==> src/rtl/ufm_avmm_read_responder.sv <==
// ----------------------------------------------------------------------------
// ufm_avmm_read_responder
//
// Avalon-MM read-only responder standing in for the UFM data port. It is the
// slave end of the pipelined burst-read interface driven by the shadow-copy
// DMA. One burst is accepted at a time. Each command is stalled for
// WAIT_STATES cycles. The beats are then returned back-to-back from a
// read-only word image, with the first beat READ_LATENCY edges after the
// acceptance edge.
//
// The word image is the address pattern 32'h5555_0000 | index. Loading an
// external image (INIT_FILE) cannot be expressed without simulation-only
// constructs, so a non-empty INIT_FILE is rejected at elaboration rather than
// silently ignored.
//
// Ports
//   clk                  in   1        clock
//   reset_n              in   1        asynchronous, active-low reset
//   avs_read_i           in   1        read request
//   avs_address_i        in   ADDR_W   word address of the first beat
//   avs_burstcount_i     in   BURST_W  beats requested (0 is treated as 1, flagged)
//   avs_waitrequest_o    out  1        command not accepted this cycle
//   avs_readdatavalid_o  out  1        avs_readdata_o holds a valid beat
//   avs_readdata_o       out  32       read data, held between beats
//   busy_o               out  1        a burst is accepted and not yet complete
//   err_o                out  1        sticky: zero burstcount or out-of-range word
// ----------------------------------------------------------------------------
module ufm_avmm_read_responder #(
    parameter int    NUM_WORDS    = 512,
    parameter int    ADDR_W       = $clog2(NUM_WORDS),
    parameter int    BURST_W      = 2,
    parameter int    WAIT_STATES  = 3,
    parameter int    READ_LATENCY = 5,
    parameter string INIT_FILE    = ""
) (
    input  logic               clk,
    input  logic               reset_n,
    input  logic               avs_read_i,
    input  logic [ADDR_W-1:0]  avs_address_i,
    input  logic [BURST_W-1:0] avs_burstcount_i,
    output logic               avs_waitrequest_o,
    output logic               avs_readdatavalid_o,
    output logic [31:0]        avs_readdata_o,
    output logic               busy_o,
    output logic               err_o
);

    localparam int WS_W  = (WAIT_STATES > 0)  ? $clog2(WAIT_STATES + 1) : 1;
    localparam int LAT_W = (READ_LATENCY > 1) ? $clog2(READ_LATENCY)    : 1;

    localparam logic [WS_W-1:0]   WS_MAX        = WS_W'(WAIT_STATES);
    localparam logic [LAT_W-1:0]  LAT_LOAD      = LAT_W'(READ_LATENCY - 1);
    localparam logic [ADDR_W:0]   NUM_WORDS_EXT = (ADDR_W + 1)'(NUM_WORDS);
    localparam logic [31:0]       OOB_WORD      = 32'hDEAD_BEEF;
    localparam logic [31:0]       IMAGE_BASE    = 32'h5555_0000;

    // Elaboration-time parameter sanity.
    if (INIT_FILE != "") begin : g_init_file_unsupported
        $error("ufm_avmm_read_responder: INIT_FILE images are not supported by this responder");
    end
    if (READ_LATENCY < 1) begin : g_bad_latency
        $error("ufm_avmm_read_responder: READ_LATENCY must be at least 1");
    end
    if (WAIT_STATES < 0) begin : g_bad_wait_states
        $error("ufm_avmm_read_responder: WAIT_STATES must not be negative");
    end
    if (NUM_WORDS > (1 << ADDR_W)) begin : g_bad_addr_w
        $error("ufm_avmm_read_responder: ADDR_W too narrow for NUM_WORDS");
    end

    typedef enum logic [1:0] {
        ST_IDLE    = 2'd0,
        ST_LATENCY = 2'd1,
        ST_BURST   = 2'd2
    } state_t;

    state_t             state_r;
    logic [WS_W-1:0]    ws_cnt_r;
    logic [LAT_W-1:0]   lat_cnt_r;
    logic [ADDR_W-1:0]  addr_r;
    logic [BURST_W-1:0] beats_r;

    logic               accept_s;
    logic               beat_fire_s;
    logic               last_beat_s;
    logic               addr_oob_s;
    logic               req_zero_s;
    logic [BURST_W-1:0] req_beats_s;
    logic [31:0]        beat_data_s;

    // Default image word for a given array index.
    function automatic logic [31:0] image_word(input logic [ADDR_W-1:0] idx);
        image_word = IMAGE_BASE | 32'(idx);
    endfunction

    // Command-channel stall: open only in IDLE once the stall count has run out,
    // and held closed while reset is asserted.
    always_comb begin
        if (!reset_n) begin
            avs_waitrequest_o = 1'b1;
        end else if ((state_r == ST_IDLE) && (ws_cnt_r == WS_MAX)) begin
            avs_waitrequest_o = 1'b0;
        end else begin
            avs_waitrequest_o = 1'b1;
        end
    end

    // Acceptance strobe and the effective beat count of the incoming command.
    always_comb begin
        accept_s   = avs_read_i & ~avs_waitrequest_o;
        req_zero_s = (avs_burstcount_i == {BURST_W{1'b0}});
        if (req_zero_s) begin
            req_beats_s = BURST_W'(1);
        end else begin
            req_beats_s = avs_burstcount_i;
        end
    end

    // Beat timing: the first beat fires on the edge where the latency count
    // has reached zero, later beats fire every cycle in BURST.
    always_comb begin
        beat_fire_s = ((state_r == ST_LATENCY) && (lat_cnt_r == {LAT_W{1'b0}})) ||
                      (state_r == ST_BURST);
        last_beat_s = (beats_r == BURST_W'(1));
    end

    // Beat data: words beyond NUM_WORDS (only reachable when NUM_WORDS is not
    // a power of two) return a poison pattern and raise the error flag.
    always_comb begin
        addr_oob_s = ({1'b0, addr_r} >= NUM_WORDS_EXT);
        if (addr_oob_s) begin
            beat_data_s = OOB_WORD;
        end else begin
            beat_data_s = image_word(addr_r);
        end
    end

    // Responder FSM: IDLE stall counting, acceptance, latency countdown and
    // burst beat generation with registered outputs.
    always_ff @(posedge clk or negedge reset_n) begin
        if (!reset_n) begin
            state_r             <= ST_IDLE;
            ws_cnt_r            <= {WS_W{1'b0}};
            lat_cnt_r           <= {LAT_W{1'b0}};
            addr_r              <= {ADDR_W{1'b0}};
            beats_r             <= {BURST_W{1'b0}};
            avs_readdatavalid_o <= 1'b0;
            avs_readdata_o      <= 32'h0000_0000;
            busy_o              <= 1'b0;
            err_o               <= 1'b0;
        end else begin
            avs_readdatavalid_o <= 1'b0;
            if (beat_fire_s) begin
                avs_readdatavalid_o <= 1'b1;
                avs_readdata_o      <= beat_data_s;
                addr_r              <= addr_r + ADDR_W'(1);
                beats_r             <= beats_r - BURST_W'(1);
                if (addr_oob_s) begin
                    err_o <= 1'b1;
                end
                if (last_beat_s) begin
                    state_r <= ST_IDLE;
                    busy_o  <= 1'b0;
                end else begin
                    state_r <= ST_BURST;
                end
            end else begin
                case (state_r)
                    ST_IDLE: begin
                        if (accept_s) begin
                            addr_r    <= avs_address_i;
                            beats_r   <= req_beats_s;
                            ws_cnt_r  <= {WS_W{1'b0}};
                            lat_cnt_r <= LAT_LOAD;
                            busy_o    <= 1'b1;
                            state_r   <= ST_LATENCY;
                            if (req_zero_s) begin
                                err_o <= 1'b1;
                            end
                        end else if (avs_read_i) begin
                            // Saturate so a long-pending request keeps the port open.
                            if (ws_cnt_r != WS_MAX) begin
                                ws_cnt_r <= ws_cnt_r + WS_W'(1);
                            end
                        end else begin
                            // A withdrawn request restarts the stall count.
                            ws_cnt_r <= {WS_W{1'b0}};
                        end
                    end
                    ST_LATENCY: begin
                        lat_cnt_r <= lat_cnt_r - LAT_W'(1);
                    end
                    default: begin
                        // BURST always fires a beat; the unused encoding recovers to IDLE.
                        state_r <= ST_IDLE;
                        busy_o  <= 1'b0;
                    end
                endcase
            end
        end
    end

endmodule

==> config.mk <==
export PLATFORM = sky130hd
export DESIGN_NAME = ufm_avmm_read_responder
export DESIGN_NICKNAME = d
export VERILOG_FILES = /design/src/rtl/ufm_avmm_read_responder.sv
export SDC_FILE = /design/constraint.sdc
export NUM_CORES = 1
export LEC_CHECK = 0
export CAP_MARGIN = 40
export CORE_UTILIZATION = 30
export CTS_BUF_LIST = sky130_fd_sc_hd__clkbuf_8
export CTS_CLUSTER_SIZE = 40
export DETAILED_ROUTE_END_ITERATION = 10
export PLACE_DENSITY = 0.6
export SYNTH_ARGS = -nofsm -noshare
export SYNTH_HDL_FRONTEND = slang
export SYNTH_SLANG_ARGS = --single-unit
==> constraint.sdc <==
create_clock -name clk -period 4.8 [get_ports clk]
set_input_delay 1.2 -clock clk [delete_from_list [all_inputs] [get_ports clk]]
set_output_delay 1.2 -clock clk [all_outputs]
set_load 0.02 [all_outputs]
==> reports/qor.csv, run 1 <==
stage,metric,value,unit
place,Buffers on Ports,34,
finish,# diodes,0,
routing,post-route ant nets,0,
sta,Tmin final,3.53,ns
pwr,Leak,0.000922,uW
synth,Synth Area per Inst,9.41,um^2
global_routing,first-pass GRT wire length,5350,um
routing,drt pass-1 iters,4,
clock_network,# clock sinks,31,
clock_network,clock tree root buffer cell,clkbuf_8,
die,Die Y,75.9,um
routing,Starting DRT DRC Count,49,
clock_network,total CTS buffers,5,
clock_network,post-CTS setup buffers,0,
finish,Layout area overhead,23.4,%
place,gpl congestion,0.804,
die,Rows,26,
pwr,sequential power share,42.6,%
finish,final core occ,39.0,%
sta,RSZ-0062 raised after global routing,no,
worst_setup_path,Required @ worst endpoint,3.60,ns
sta,Final Hold Viols,0,
worst_setup_path,crit path max fanout,2,
die,Die W,75.9,um
clock_network,worst skew pair latency,0.28,ns
routing,Post-Route WL,3240,um
hold_path,Hold Path Class,reg -> reg,
global_routing,GRT Util Overall,12.8,%
die,Core Box Area,0.00517,mm^2
clock_network,H-tree depth,2,
finish,fillcell total,527,
die,# IOs,50,
routing,DR WL/cell,11.9,um
global_routing,vias in the first global route,1182,
pwr,Switching Fraction,37.3,%
routing,Vias/cell,4.45,
worst_setup_path,crit path capture type,output pin,
place,DPL Wire Length,2270,um
synth,"EDFF count, synth",0,
sta,Layout Skew,0.00609,ns
place,Post-Place Cells,266,
sta,Max Clk Rate,283,MHz
pwr,Comb pwr share,38.5,%
finish,multi-input logic area,679,um^2
routing,DRC,0,
global_routing,grt ovf,0,
global_routing,antenna violations before repair,0,
clock_network,Max clock buf depth,2,
finish,Register Area,776,um^2
pwr,Psw,399,uW
sta,final count of negative-setup-slack endpoints,0,
synth,post-synthesis cell type count,40,
run,max-cap violations,0,
die,full die area,0.00575,mm^2
sta,slew margin rel.,46.9,%
finish,design area,0.00202,mm^2
global_routing,largest net degree at the start of global routing,35,
finish,most frequent cells in the layout,"37 x nand2_1, 34 x clkdlybuf4s50_1, 31 x dfrtp_1",
synth,Post-Synthesis Cells,174,
pwr,Worst IR Drop VDD,157,uV
sta,Least-Margin Pin Slew,0.796,ns
clock_network,clock slew at reported path FFs,0.06,ns
clock_network,Resize count post-CTS,0,
synth,register bit total from synthesis,31,
pwr,P_int,671,uW
clock_network,CTS tree,built,
sta,fin crit share,73.5,%
finish,"commonest non-fill, non-tap cell in the layout",nand2_1,
finish,share of cells above drive strength 1,7.88,%
pwr,PwrDens,530,mW/mm^2
worst_setup_path,worst path arrival time,2.33,ns
synth,Synth Cell Area,0.00164,mm^2
synth,synth warn,0,
synth,Async SR Flop Fraction,100,%
synth,ys flop type,dfrtp_1,
pwr,Clock Power Share,19.0,%
finish,Non-Filler Instances,273,
run_status,status,finished clean,
place,"Cell Area, Placed",0.00193,mm^2
clock_network,hold buffer count at cts,0,
worst_setup_path,Setup crit start kind,input pin,
sta,Final Max Tran Viols,0,
pwr,Pwr Total,1070,uW
synth,"Seq/Total Area, Yosys",47.4,%
sta,setup TNS,0,ns
worst_setup_path,Setup CP Type,in -> out,
finish,fin nets,222,
die,Initial Utilization,31.6,%
routing,vias,1216,
[layout make-up]
class                   count  area share [%]
flip-flops and latches     31            38.4
clock buffers               6            4.09
well taps                  70            4.34
inverters                   9            1.67
clock inverters             1           0.248
repair buffers             36            17.6
multi-input cells         120            33.6
[synthesized netlist by cell type (5+ instances only)]
| cell type | n | share of area, % |
|---|---|---|
| buf_4 | 23 | 11 |
| ha_1 | 5 | 3.8 |
| nor3_1 | 6 | 1.8 |
| nor2_1 | 9 | 2.1 |
| dfrtp_1 | 31 | 47 |
| nand3_1 | 7 | 2.1 |
| o311ai_0 | 6 | 3.2 |
| inv_1 | 8 | 1.8 |
| o21ai_0 | 5 | 1.5 |
| nand2_1 | 37 | 8.5 |
[cell families after synthesis]
kind of cell | Yosys count | share of synthesized area [%]
AOI/OAI and AO/OA | 28 | 13.4
adders and majority gates | 5 | 3.82
buffers and inverters | 37 | 14.3
DFF | 31 | 47.4
muxes | 1 | 0.917
other | 1 | 0.229
and+or+nand+nor | 71 | 20.0
[metrics by stage]
stage	setup slack, ns	hold WS [ns]
floorplan	2.22	0.461
global placement	1.25	0.449
detailed placement	1.27	0.456
CTS	1.26	0.470
global route	1.24	0.491
finish	1.27	0.464
[final timing paths]
path | slack [ns] | start | endpoint | cells past startpoint
worst min-delay path | 0.46 | avs_readdata_o[6] | avs_readdata_o[6] | 2
max in group asynchronous | 3.11 | reset_n | addr_r[3] | 2
worst min register to register | 0.46 | avs_readdata_o[6] | avs_readdata_o[6] | 2
min in group asynchronous | 1.39 | reset_n | avs_readdata_o[16] | 2
worst max-delay path | 1.27 | reset_n | avs_waitrequest_o | 3
worst max register to register | 2.23 | lat_cnt_r[0] | addr_r[8] | 7
[worst max-delay path, stage by stage]
cell	delay [ns]
clkdlybuf4s50_1	0.44
nand3_1	0.09
clkdlybuf4s50_1	0.60
[per-layer routing]
metal,track usage [%],vias to the layer above,share of wire [%]
met5,0,-,0
met4,5.56,0,1.8
li1,-,622,-
met3,3.84,8,4.2
met2,20.2,26,46
met1,16.1,560,48
[power groups by stage]
stage / clock network (uW) / logic [uW] / registers (uW)
2_1_floorplan: 0 / 256 / 482
3_3_place_gp: 0 / 407 / 455
3_5_place_dp: 0 / 417 / 460
4_1_cts: 210 / 418 / 456
5_1_grt: 219 / 475 / 472
6_report: 203 / 411 / 456
[flip-flops by register name, summed over array words and instances, names as in the netlist]
name and count:
lat_cnt_r 3, avs_readdata_o 10, beats_r 2, busy_o 1, addr_r 9, err_o 1, state_r 2, avs_readdatavalid_o 1
ws_cnt_r 2
(Power assumes the default switching activity.)
==> run 2, diff against run 1 <==
--- a/config.mk
+++ b/config.mk
@@ -10,7 +10,7 @@
 export CTS_BUF_LIST = sky130_fd_sc_hd__clkbuf_8
 export CTS_CLUSTER_SIZE = 40
 export DETAILED_ROUTE_END_ITERATION = 10
-export PLACE_DENSITY = 0.6
+export PLACE_DENSITY = 0.62
 export SYNTH_ARGS = -nofsm -noshare
 export SYNTH_HDL_FRONTEND = slang
 export SYNTH_SLANG_ARGS = --single-unit
==> constraint.sdc (replaced) <==
create_clock -name clk -period 2.92 [get_ports clk]
set_input_delay 0.73 -clock clk [delete_from_list [all_inputs] [get_ports clk]]
set_output_delay 0.73 -clock clk [all_outputs]
set_load 0.02 [all_outputs]
==> run 2 against run 1 <==
Routed wire length about the same. Via count up 3.6%. Clock-buffer cell count unchanged. Power up 65%. Sequential share of layout area down 0.28 points. Global-route usage up 0.41 points. Die area unchanged. Worst setup slack worse by 0.93 ns. Cell count up 0.73%. Combinational power up 66%. Non-clock buffer count up 2. First-iteration DRC count up 47%.
==> reports/qor.csv, run 2 (same netlist as run 1, synthesis figures left out) <==
stage,metric,value,unit
pwr,PwrDens,869,mW/mm^2
sta,final count of negative-setup-slack endpoints,0,
pwr,sequential power share,42.4,%
clock_network,hold buffer count at cts,0,
die,Rows,26,
worst_setup_path,crit path max fanout,2,
clock_network,H-tree depth,2,
place,gpl congestion,0.776,
worst_setup_path,Required @ worst endpoint,2.19,ns
hold_path,Hold Path Class,reg -> reg,
pwr,Switching Fraction,37.3,%
routing,post-route ant nets,0,
worst_setup_path,Setup CP Type,in -> out,
pwr,P_int,1110,uW
clock_network,# clock sinks,31,
routing,drt pass-1 iters,4,
sta,Max Clk Rate,387,MHz
die,full die area,0.00575,mm^2
clock_network,worst skew pair latency,0.28,ns
pwr,Clock Power Share,18.9,%
clock_network,clock slew at reported path FFs,0.06,ns
global_routing,GRT Util Overall,13.2,%
finish,fin nets,224,
global_routing,largest net degree at the start of global routing,35,
die,Initial Utilization,31.6,%
pwr,Worst IR Drop VDD,223,uV
routing,Starting DRT DRC Count,72,
finish,most frequent cells in the layout,"37 x nand2_1, 34 x clkdlybuf4s50_1, 31 x dfrtp_1",
sta,setup TNS,0,ns
sta,Final Max Tran Viols,0,
worst_setup_path,reg2reg setup slack,0.96,ns
die,# IOs,50,
global_routing,grt ovf,0,
finish,Layout area overhead,24.3,%
routing,DR WL/cell,11.8,um
finish,# diodes,0,
worst_setup_path,reg2reg end,addr_r[8],
finish,"commonest non-fill, non-tap cell in the layout",nand2_1,
place,Buffers on Ports,34,
die,Core Box Area,0.00517,mm^2
finish,fillcell total,511,
clock_network,post-CTS setup buffers,0,
hold_path,Hold Startpoint,avs_readdata_o[6],
hold_path,Hold Crit Depth,2,
finish,top flop regs,"avs_readdata_o (10), addr_r (9), lat_cnt_r (3)",
finish,Largest Register,avs_readdata_o,
finish,share of cells above drive strength 1,8.78,%
sta,fin crit share,88.5,%
routing,Vias/cell,4.58,
global_routing,antenna violations before repair,0,
sta,Tmin final,2.58,ns
routing,Post-Route WL,3240,um
sta,RSZ-0062 raised after global routing,no,
place,DPL Wire Length,2300,um
worst_setup_path,worst path arrival time,1.85,ns
worst_setup_path,worst-case reg-to-reg path depth,7,
pwr,Leak,0.000932,uW
worst_setup_path,crit path capture type,output pin,
worst_setup_path,RR Startpoint,lat_cnt_r[0],
clock_network,CTS tree,built,
clock_network,clock tree root buffer cell,clkbuf_8,
sta,Layout Skew,0.00618,ns
global_routing,first-pass GRT wire length,5530,um
global_routing,vias in the first global route,1215,
finish,max reg flops,10,
hold_path,WHS Endpoint,avs_readdata_o[6],
worst_setup_path,Setup crit start kind,input pin,
die,Die W,75.9,um
routing,DRC,0,
pwr,Psw,659,uW
run,max-cap violations,0,
die,Die Y,75.9,um
pwr,Comb pwr share,38.6,%
clock_network,Resize count post-CTS,0,
sta,final hold slack,0.463,ns
sta,Final Hold Viols,0,
run_status,status,finished clean,
clock_network,Max clock buf depth,2,
clock_network,total CTS buffers,5,
routing,vias,1260,
==> run 2: through the flow <==
stage	area [um^2]	total power, uW	utilization [%]	std cells	setup WS [ns]
3_5_place_dp	1950	1450	37.6	268	0.319
2_1_floorplan	1690	1210	-	188	1.21
6_report	2030	1770	39.3	275	0.337
5_1_grt	2030	1940	39.3	275	0.298
3_3_place_gp	1950	1430	37.6	268	0.314
4_1_cts	2030	1790	39.3	275	0.322
==> run 2: how the worst max path moves through the flow <==
stage	startpoint	to	slack, ns	depth (start not counted)
after detailed placement	reset_n	addr_r[4]	0.32	6
after floorplan	lat_cnt_r[0]	addr_r[8]	1.21	7
after global routing	reset_n	avs_waitrequest_o	0.30	3
final	reset_n	avs_waitrequest_o	0.34	3
after CTS	reset_n	avs_waitrequest_o	0.32	3
after global placement	reset_n	avs_waitrequest_o	0.31	3
==> run 2: cell type report <==
type                       instances  area (um^2)  share of cell area [%]
multi-input combinational        120          679                    33.4
tap                               70         87.6                    4.31
clock buffer                       6         82.6                    4.06
inverter                           9         33.8                    1.66
clock inverter                     1         5.00                   0.246
sequential                        31          776                    38.1
timing repair buffer              38          370                    18.2
==> run 2: power by group through the flow <==
stage	combinational (uW)	clock, uW	sequential, uW
floorplan	421	0	792
finish	683	335	750
global placement	673	0	752
global route	782	371	784
detailed placement	690	0	759
CTS	692	350	752
==> run 2: layer usage <==
metal	vias to the layer above	wire (um)	share of wire, %	global-route usage [%]
met5	-	0	0	0
li1	624	-	-	-
met3	7	150	4.6	4.89
met2	27	1560	48	20.5
met1	602	1490	46	16.9
met4	0	44	1.4	4.32
==> run 2: worst max-delay path, stage by stage <==
cell             delay (ns)
clkdlybuf4s50_1        0.43
nand3_1                0.09
clkdlybuf4s50_1        0.60
==> run 3, diff against run 2 <==
--- a/config.mk
+++ b/config.mk
@@ -5,6 +5,7 @@
 export SDC_FILE = /design/constraint.sdc
 export NUM_CORES = 1
 export LEC_CHECK = 0
+export ABC_CLOCK_PERIOD_IN_PS = 2920
 export CAP_MARGIN = 40
 export CORE_UTILIZATION = 30
 export CTS_BUF_LIST = sky130_fd_sc_hd__clkbuf_8
==> results of run 3 <==
Final layout, timing and power as in run 2 (identical DEF).
